[src/rtl/arb_req_pkg.sv]
// arb_req_pkg: shared channel state encoding and default sizing for arb_request_master.
package arb_req_pkg;

    localparam int N_DEF          = 4;
    localparam int DEPTH_DEF      = 7;
    localparam int HOLD_DEF       = 2;
    localparam int WDOG_LIMIT_DEF = 16;

    typedef enum logic [1:0] {
        ST_IDLE,
        ST_REQ,
        ST_OWN,
        ST_REL
    } chan_st_t;

    function automatic int cnt_width(input int depth);
        return $clog2(depth + 1);
    endfunction

endpackage

[src/rtl/arb_req_chan.sv]
// arb_req_chan: one requester channel (pending counter, hold counter, IDLE/REQ/OWN/REL FSM).
// Optional starvation watchdog compiled in with ARB_REQ_WDOG_EN.
module arb_req_chan
    import arb_req_pkg::*;
#(
    parameter int DEPTH      = DEPTH_DEF,
    parameter int HOLD       = HOLD_DEF,
    parameter int WDOG_LIMIT = WDOG_LIMIT_DEF
) (
    input  logic clk,
    input  logic rst_n,
    input  logic i_push,
    input  logic i_gnt,
    output logic o_req,
    output logic o_busy,
    output logic o_done,
    output logic o_ovf,
    output logic o_rel,
    output logic o_starve
);

    localparam int CW = cnt_width(DEPTH);
    localparam int HW = $clog2(HOLD + 1);

    if (HOLD < 1 || HOLD > 15) begin : g_bad_hold
        $error("arb_req_chan: HOLD must be within 1..15");
    end
    if (WDOG_LIMIT < 1) begin : g_bad_wdog
        $error("arb_req_chan: WDOG_LIMIT must be positive");
    end

    chan_st_t        r_st, w_st_nxt;
    logic [CW-1:0]   r_cnt, w_cnt_nxt;
    logic [HW-1:0]   r_hold, w_hold_nxt;
    logic            r_req, r_done, r_ovf;
    logic            w_dec, w_drop;

    // A finishing transaction and a new push cancel out, so a full channel still accepts it.
    assign w_dec     = (r_st == ST_OWN) && (r_hold == HW'(HOLD));
    assign w_drop    = i_push && !w_dec && (r_cnt == CW'(DEPTH));
    assign w_cnt_nxt = (i_push == w_dec || w_drop) ? r_cnt :
                       i_push ? r_cnt + 1'b1 : r_cnt - 1'b1;

    always_comb begin
        w_st_nxt   = r_st;
        w_hold_nxt = r_hold;
        case (r_st)
            ST_IDLE: w_st_nxt = (w_cnt_nxt != '0) ? ST_REQ : ST_IDLE;
            ST_REQ: begin
                w_st_nxt   = i_gnt ? ST_OWN : ST_REQ;
                w_hold_nxt = i_gnt ? HW'(1) : '0;
            end
            ST_OWN: begin
                w_st_nxt   = w_dec ? ST_REL : i_gnt ? ST_OWN : ST_REQ;
                w_hold_nxt = (!w_dec && i_gnt) ? r_hold + 1'b1 : '0;
            end
            ST_REL: w_st_nxt = (w_cnt_nxt != '0) ? ST_REQ : ST_IDLE;
            default: w_st_nxt = ST_IDLE;
        endcase
    end

    always_ff @(posedge clk or negedge rst_n) begin
        if (!rst_n) begin
            r_st   <= ST_IDLE;
            r_cnt  <= '0;
            r_hold <= '0;
            r_req  <= 1'b0;
            r_done <= 1'b0;
            r_ovf  <= 1'b0;
        end else begin
            r_st   <= w_st_nxt;
            r_cnt  <= w_cnt_nxt;
            r_hold <= w_hold_nxt;
            r_req  <= (w_st_nxt == ST_REQ) || (w_st_nxt == ST_OWN);
            r_done <= w_dec;
            r_ovf  <= r_ovf | w_drop;
        end
    end

    assign o_req  = r_req;
    assign o_busy = (r_st == ST_OWN);
    assign o_done = r_done;
    assign o_ovf  = r_ovf;
    assign o_rel  = (r_st == ST_REL);

`ifdef ARB_REQ_WDOG_EN
    localparam int WW = $clog2(WDOG_LIMIT + 1);

    logic [WW-1:0] r_wait, w_wait_nxt;
    logic          r_starve;

    assign w_wait_nxt = (r_st != ST_REQ) ? '0 :
                        (r_wait == WW'(WDOG_LIMIT)) ? r_wait : r_wait + 1'b1;

    always_ff @(posedge clk or negedge rst_n) begin
        if (!rst_n) begin
            r_wait   <= '0;
            r_starve <= 1'b0;
        end else begin
            r_wait   <= w_wait_nxt;
            r_starve <= r_starve | (w_wait_nxt == WW'(WDOG_LIMIT));
        end
    end

    assign o_starve = r_starve;
`else
    assign o_starve = 1'b0;
`endif

endmodule

[src/rtl/arb_request_master.sv]
// arb_request_master: N independent request channels facing a fixed-priority arbiter, plus grant checking.
// Define ARB_REQ_WDOG_EN to enable the per-channel starvation watchdog.
module arb_request_master
    import arb_req_pkg::*;
#(
    parameter int N          = N_DEF,
    parameter int DEPTH      = DEPTH_DEF,
    parameter int HOLD       = HOLD_DEF,
    parameter int WDOG_LIMIT = WDOG_LIMIT_DEF
) (
    input  logic         clk,
    input  logic         rst_n,
    input  logic [N-1:0] push,
    input  logic [N-1:0] GNT,
    output logic [N-1:0] REQ,
    output logic [N-1:0] busy,
    output logic [N-1:0] done,
    output logic [N-1:0] ovf,
    output logic         proto_err,
    output logic [N-1:0] starve
);

    logic [N-1:0] w_rel;
    logic         w_bad;
    logic         r_perr;

    for (genvar i = 0; i < N; i++) begin : g_chan
        arb_req_chan #(
            .DEPTH      (DEPTH),
            .HOLD       (HOLD),
            .WDOG_LIMIT (WDOG_LIMIT)
        ) u_chan (
            .clk      (clk),
            .rst_n    (rst_n),
            .i_push   (push[i]),
            .i_gnt    (GNT[i]),
            .o_req    (REQ[i]),
            .o_busy   (busy[i]),
            .o_done   (done[i]),
            .o_ovf    (ovf[i]),
            .o_rel    (w_rel[i]),
            .o_starve (starve[i])
        );
    end

    // A late grant landing on a releasing channel is tolerated; anything else unrequested is an error.
    assign w_bad = ($countones(GNT) > 1) || (|(GNT & ~REQ & ~w_rel));

    always_ff @(posedge clk or negedge rst_n) begin
        if (!rst_n) r_perr <= 1'b0;
        else        r_perr <= r_perr | w_bad;
    end

    assign proto_err = r_perr;

endmodule

[config.mk]
export PLATFORM = sky130hd
export DESIGN_NAME = arb_request_master
export DESIGN_NICKNAME = d
export VERILOG_FILES = /design/src/rtl/arb_req_pkg.sv /design/src/rtl/arb_req_chan.sv /design/src/rtl/arb_request_master.sv
export SDC_FILE = /design/constraint.sdc
export NUM_CORES = 1
export LEC_CHECK = 0
export CORE_MARGIN = 2
export CORE_UTILIZATION = 57
export CTS_CLUSTER_DIAMETER = 100
export DETAILED_ROUTE_END_ITERATION = 12
export MAX_ROUTING_LAYER = met4
export PLACE_DENSITY_LB_ADDON = 0.1
export SYNTH_ARGS = -nofsm -noshare
export SYNTH_HDL_FRONTEND = slang
export SYNTH_SLANG_ARGS = --single-unit
[constraint.sdc]
create_clock -name clk -period 2.9 [get_ports clk]
set_input_delay 0.725 -clock clk [delete_from_list [all_inputs] [get_ports clk]]
set_output_delay 0.725 -clock clk [all_outputs]
set_load 0.02 [all_outputs]
==> summary.md, run 1 <==
| Metric | Value |
|---|---|
| Number of synthesized flops with an enable pin | 0 |
| Hold_sp | g_chan[3].u_chan.o_ovf$_DFF_PN0_ |
| IO buf count | 26 |
| Count of different cell masters after synthesis | 55 |
| Initial antenna violation count | 0 |
| CTS tree | done |
| GRT Util Overall | 20.5% |
| Register area share after synthesis | 37.1% |
| Final nets | 340 |
| Placer Congestion | 0.812 |
| Drt wl/cell | 13.3 um |
| Hold endpoint | g_chan[3].u_chan.o_ovf$_DFF_PN0_ |
| Worst setup margin | 0.368 ns |
| Setup_tns | 0 ns |
| R2r setup slk | 0.71 ns |
| Synthesis-to-layout area growth | 9.05% |
| Maximum VDD drop | 0.500 mV |
| CTS resizes | 0 |
| YS warnings | 0 |
| Post-Syn Instances | 296 |
| CP Launch Type | input pin |
| Max-Cap Viols | 0 |
| Hold_buf cts | 0 |
| Worst Path Max Fanout | 4 |
| Rel. slew slack | 39.3% |
| Pre-Repair DR Iteration Count | 4 |
| Num Clock Sinks | 41 |
| Max frequency | 395 MHz |
| PwrDens | 981 nW/um^2 |
| Pre-CTS setup slack | 0.0754 ns |
| Clock Latency Late Sink | 0.28 ns |
| Ant. Diodes | 0 |
| Routed vias/inst | 5.65 |
| Data arrival, critical path | 2.68 ns |
| Vias after detailed routing | 2,040 |
| IO Pins | 31 |
| Gr ovfl total | 0 |
| Std cell rows | 25 |
| Htree depth | 2 |
| Clk_skew | 0.00489 ns |
| Drt total wl | 4.80 mm |
| Final period utilization | 87.3% |
| Reg clk slew, reported paths | 0.07 ns |
| Multi-input logic area | 1420 um^2 |
| Layout cells sized above 1 | 7.17% |
| Initial drt markers | 81 |
| Final HPWL DP | 3.56 mm |
| Cell Area, Synth | 2770 um^2 |
| Leakage power | 1.39 nW |
| Syn avg cell area | 9.35 um^2 |
| CP Capture Type | flop |
| Bufs on Longest Clock Path | 2 |
| Die ar. | 5430 um^2 |
| FF-to-FF End | g_chan[2].u_chan.r_st[0]$_DFF_PN0_ |
| First-pass GRT wire length | 8.49 mm |
| Register area | 1030 um^2 |
| Total CTS buffers | 5 |
| Fill cells | 425 |
| Worst path required time | 3.05 ns |
| Status | finished clean |
| Ys async rst share | 100% |
| Die Width | 73.7 um |
| RSZ-0062 raised after global routing | false |
| Number of global-route vias before repair | 1,931 |
| Overall die height | 73.7 um |
| Min Tclk post-route | 2.53 ns |
| Drc violations | 0 |
| Hold depth | 1 |
| Synth Register Bits | 41 |
| Worst min-delay path class | flop to flop |
| Antenna-violating nets left | 0 |
| Core ar. | 4690 um^2 |
| Worst Tran Pin Value | 0.910 ns |
| Critical path class | input pin to flop |
| Worst r2r src | g_chan[2].u_chan.r_cnt[0]$_DFF_PN0_ |
| Ys flop type | dfrtp_1 |
| Root Driver | clkbuf_8 |
| R2r worst-path depth | 7 |
| Final-report hold violation count | 0 |
| Final Max Tran Viols | 0 |
| Largest net degree at the start of global routing | 42 |
| Initial core utilization | 59.0% |
| Setup Fix Bufs, Post-CTS | 0 |
| Final setup viols | 0 |
## cell families (layout without fill, tap and decap cells)
| logic type | count (synthesis) | after routing | synth area share, % |
|---|---|---|---|
| other | 1 | 4 | 0.136 |
| AOI/OAI and AO/OA | 83 | 83 | 21.4 |
| and+or+nand+nor | 74 | 74 | 13.4 |
| adders and majority gates | 23 | 23 | 11.8 |
| xor gates and xnor gates | 6 | 6 | 1.90 |
| DFF | 41 | 41 | 37.1 |
| muxes | 6 | 6 | 2.40 |
| buffers and inverters | 62 | 70 | 11.8 |
## worst max-delay path, cell delays in order
cell	delay, ns
clkdlybuf4s50_1	0.45
fa_1	0.47
and4b_1	0.21
a21o_1	0.15
mux2_4	0.28
o41ai_1	0.31
a221oi_1	0.08
## synthesized netlist by cell type (all sizes together) (3+ instances only)
master | instances | share of area (%)
clkbuf | 3 | 0.41
and2 | 3 | 0.68
dfrtp | 41 | 37
buf | 27 | 7.1
a41o | 3 | 1.1
o21ai | 17 | 3.1
ha | 18 | 8.1
o221ai | 4 | 1.3
a21oi | 16 | 2.9
a21bo | 5 | 1.8
fa | 5 | 3.6
nand2b | 4 | 0.90
mux2i | 4 | 1.4
nor2 | 16 | 2.2
nand3 | 7 | 1.3
a31oi | 4 | 0.90
nor2b | 5 | 1.1
nand3b | 3 | 0.81
inv | 32 | 4.3
o41ai | 5 | 1.6
a221oi | 3 | 0.95
nand2 | 26 | 3.6
xnor2 | 6 | 1.9
## flip-flops by register name, indices dropped and copies added, names as in the netlist
name / flops
g_chan.u_chan.o_done: 4
g_chan.u_chan.o_req: 4
g_chan.u_chan.r_cnt: 12
proto_err: 1
g_chan.u_chan.r_st: 8
g_chan.u_chan.r_hold: 8
g_chan.u_chan.o_ovf: 4
## layer usage
| metal | track usage (%) | vias up | wire, um |
|---|---|---|---|
| li1 | - | 1040 | - |
| met1 | 27.1 | 965 | 2310 |
| met2 | 32.3 | 31 | 2290 |
| met3 | 3.98 | 4 | 149 |
| met4 | 5.86 | 0 | 48 |
| met5 | - | - | 0 |
## placed cells by master (no fill, tap or decap), types with 5 or more instances in the layout
master | Yosys | final
nand3_1 | 7 | 7
o21ai_0 | 17 | 17
inv_1 | 31 | 31
xnor2_1 | 6 | 6
a21oi_1 | 16 | 16
nand2_1 | 25 | 25
ha_1 | 18 | 18
clkbuf_8 | 0 | 6
nor2_1 | 16 | 16
buf_4 | 22 | 5
clkdlybuf4s50_1 | 0 | 25
o41ai_1 | 5 | 5
a21bo_2 | 5 | 5
fa_1 | 5 | 5
dfrtp_1 | 41 | 41
nor2b_1 | 5 | 5
## worst max path at each step
stage,start,end,slack [ns],cells after the start
2_1_floorplan,push[2],g_chan[2].u_chan.r_st[0]$_DFF_PN0_,0.64,6
3_3_place_gp,push[2],g_chan[2].u_chan.r_st[0]$_DFF_PN0_,0.13,7
3_5_place_dp,push[3],g_chan[3].u_chan.o_req$_DFF_PN0_,0.08,8
4_1_cts,push[2],g_chan[2].u_chan.r_st[0]$_DFF_PN0_,0.38,7
5_1_grt,push[3],g_chan[3].u_chan.o_req$_DFF_PN0_,0.26,8
6_report,push[2],g_chan[2].u_chan.r_st[0]$_DFF_PN0_,0.37,7
## per-stage QoR
step                total power (W)  util [%]  instance area, um^2  hold slack (ns)  instances
floorplan                   0.00229         -                 2780            0.429        299
global placement            0.00255      62.5                 2930            0.455        354
detailed placement          0.00261      62.5                 2930            0.455        354
CTS                         0.00299      64.3                 3020            0.476        361
global route                0.00328      64.3                 3020            0.490        361
finish                      0.00296      64.3                 3020            0.467        361
## area by class of cell
type                    count  share of cell area, %
inverters                  32                   3.98
clock buffers               7                   2.86
well taps                  54                   2.24
flip-flops and latches     41                   34.0
multi-input cells         196                   47.2
repair buffers             31                   9.71
## report_power, final
| group | switching [W] | internal [W] | total [W] |
|---|---|---|---|
| Combinational | 0.000830 | 0.000724 | 0.00155 |
| Clock | 0.000180 | 0.000189 | 0.000368 |
| Sequential | 0.000242 | 0.000796 | 0.00104 |
Note: power is estimated with default switching activity, not from simulation.
==> run 2: changes to the inputs <==
- REMOVE_ABC_BUFFERS: default -> 1
==> summary.md, run 2 (synthesized netlist as in run 1, its figures left out) <==
| Metric | Value |
|---|---|
| Met3 WL | 186 um (+25%) |
| Overall die height | 73.7 um (unchanged) |
| Max-Cap Viols | 0 (unchanged) |
| Initial antenna violation count | 0 (unchanged) |
| Number of global-route vias before repair | 1,803 (-6.6%) |
| Worst min-delay path class | flop to flop |
| First-pass GRT wire length | 8.09 mm (-4.6%) |
| Pre-CTS setup slack | 0.0581 ns (-0.0173 ns) |
| Clock Latency Late Sink | 0.29 ns (about the same) |
| Crit path buf inv count | 1 (unchanged) |
| Final-report hold violation count | 0 (unchanged) |
| Status | finished clean |
| Final period utilization | 88.4% (+1.1 points) |
| Core ar. | 4690 um^2 (unchanged) |
| Max frequency | 390 MHz (-1.2%) |
| Drc violations | 0 (unchanged) |
| Vias after detailed routing | 2,055 (+0.74%) |
| Bufs on Longest Clock Path | 2 (unchanged) |
| Initial drt markers | 79 (-2.5%) |
| PwrDens | 995 nW/um^2 (+1.3%) |
| CTS tree | done |
| Final Max Tran Viols | 0 (unchanged) |
| Final setup viols | 0 (unchanged) |
| Maximum VDD drop | 0.431 mV (-14%) |
| Min Tclk post-route | 2.56 ns (+0.0307 ns) |
| Worst Path Max Fanout | 4 (unchanged) |
| CTS resizes | 0 (unchanged) |
| Most common library cell in the layout ignoring fill and taps | dfrtp_1 |
| Drt wl/cell | 13.3 um (+0.35%) |
| Hold_buf cts | 0 (unchanged) |
| Worst Tran Pin Value | 0.922 ns (+0.0117 ns) |
| Worst setup margin | 0.338 ns (-0.0307 ns) |
| Initial core utilization | 59.0% (unchanged) |
| Biggest regs | g_chan.u_chan.r_cnt (12), g_chan.u_chan.r_hold (8), g_chan.u_chan.r_st (8) |
| Die Width | 73.7 um (unchanged) |
| Worst path required time | 3.05 ns (about the same) |
| Root Driver | clkbuf_8 |
| Critical path class | input pin to flop |
| Reg clk slew, reported paths | 0.08 ns (about the same) |
| GRT Util Overall | 19.7% (-0.78 points) |
| Leakage power | 1.40 nW (+0.37%) |
| Synthesis-to-layout area growth | 9.32% |
| Fin Hold WS | 0.466 ns (-0.000610 ns) |
| Ant. Diodes | 0 (unchanged) |
| Largest net degree at the start of global routing | 42 (unchanged) |
| CP Capture Type | flop |
| Metal2 WL | 2.13 mm (-7.0%) |
| Critical path's slowest cell | fa_1 |
| Final nets | 339 (-0.29%) |
| Layout cells sized above 1 | 7.49% (+0.33 points) |
| CP top delay family | compound AO/OA/AOI/OAI gates |
| Antenna-violating nets left | 0 (unchanged) |
| Num Clock Sinks | 41 (unchanged) |
| Max layer used | met4 |
| Fill cells | 394 (-7.3%) |
| Layout Utilization | 64.5% (+0.16 points) |
| Die ar. | 5430 um^2 (unchanged) |
| Pre-Repair DR Iteration Count | 4 (unchanged) |
| Total CTS buffers | 5 (unchanged) |
| Gr ovfl total | 0 (unchanged) |
| IO buf count | 26 (unchanged) |
| Std cell rows | 25 (unchanged) |
| Overall Power | 0.00301 W (+1.6%) |
| Setup Fix Bufs, Post-CTS | 0 (unchanged) |
| CP cell instances | clkdlybuf4s50_1 > fa_1 > and4b_1 > a21o_1 > mux2_4 > o41ai_1 > a221oi_1 |
| Setup_tns | 0 ns (unchanged) |
| Data arrival, critical path | 2.72 ns (+0.04 ns) |
| Rel. slew slack | 38.5% (-0.78 points) |
| Wire length on met1 | 2.44 mm (+5.6%) |
| Max FFs per register | 12 (unchanged) |
| IO Pins | 31 (unchanged) |
| Biggest register | g_chan.u_chan.r_cnt |
| Final HPWL DP | 3.49 mm (-1.9%) |
| Leading cell types in the layout, fill and taps excluded | dfrtp_1 (41), inv_1 (31), nand2_1 (25), clkdlybuf4s50_1 (25), ha_1 (18) |
| CP peak stage delay | 0.47 ns (about the same) |
| RSZ-0062 raised after global routing | false |
| Placer Congestion | 0.832 (+2.5%) |
| Drt total wl | 4.82 mm (+0.35%) |
| Clk_skew | 0.0111 ns (+0.00619 ns) |
| CP Launch Type | input pin |
| Routed vias/inst | 5.69 (+0.74%) |
| Htree depth | 2 (unchanged) |
==> run 2: cell types whose count changed in the layout (fill, tap and decap cells not counted), sizes merged <==
cell / delta
buf: -1
clkinv: +1
==> run 2: final cells by class <==
cell class | count | area, um^2 | area share, %
Timing Repair Buffer | 30 | 285 | 9.43
Clock buffer | 7 | 96.3 | 3.19
Sequential cell | 41 | 1030 | 33.9
Tap cell | 54 | 67.6 | 2.23
Inverter | 32 | 120 | 3.97
Multi-Input combinational cell | 196 | 1420 | 47.1
Clock inverter | 1 | 5.00 | 0.165
==> run 2: final timing paths <==
check                                                     from                                      to  slack, ns  depth (start not counted)
hold reg to reg               g_chan[1].u_chan.o_ovf$_DFF_PN0_        g_chan[1].u_chan.o_ovf$_DFF_PN0_       0.47                          1
hold / removal                g_chan[1].u_chan.o_ovf$_DFF_PN0_        g_chan[1].u_chan.o_ovf$_DFF_PN0_       0.47                          1
setup reg to reg           g_chan[2].u_chan.r_cnt[0]$_DFF_PN0_      g_chan[2].u_chan.r_st[0]$_DFF_PN0_       0.65                          7
max in group asynchronous                                rst_n      g_chan[2].u_chan.r_st[0]$_DFF_PN0_       1.75                          1
min in group asynchronous                                rst_n  g_chan[0].u_chan.r_hold[0]$_DFFE_PN0P_       0.55                          1
setup / recovery                                       push[2]      g_chan[2].u_chan.r_st[0]$_DFF_PN0_       0.34                          7
==> run 2: layer usage <==
metal / vias up / track usage, %
li1: 1036 / -
met3: 6 / 4.12
met1: 960 / 28.2
met5: - / -
met2: 53 / 28.0
met4: 0 / 6.67
==> run 2: report_power, final <==
group | leakage (nW) | switching, W | internal (W)
Clock | 0.0542 | 0.000199 | 0.000215
Combinational | 0.856 | 0.000830 | 0.000724
Sequential | 0.486 | 0.000243 | 0.000796
==> run 2: per-stage QoR <==
step                instance area [um^2]  std cells
floorplan                           2570        269
global placement                    2920        353
detailed placement                  2920        353
CTS                                 3020        361
global route                        3020        361
finish                              3020        361
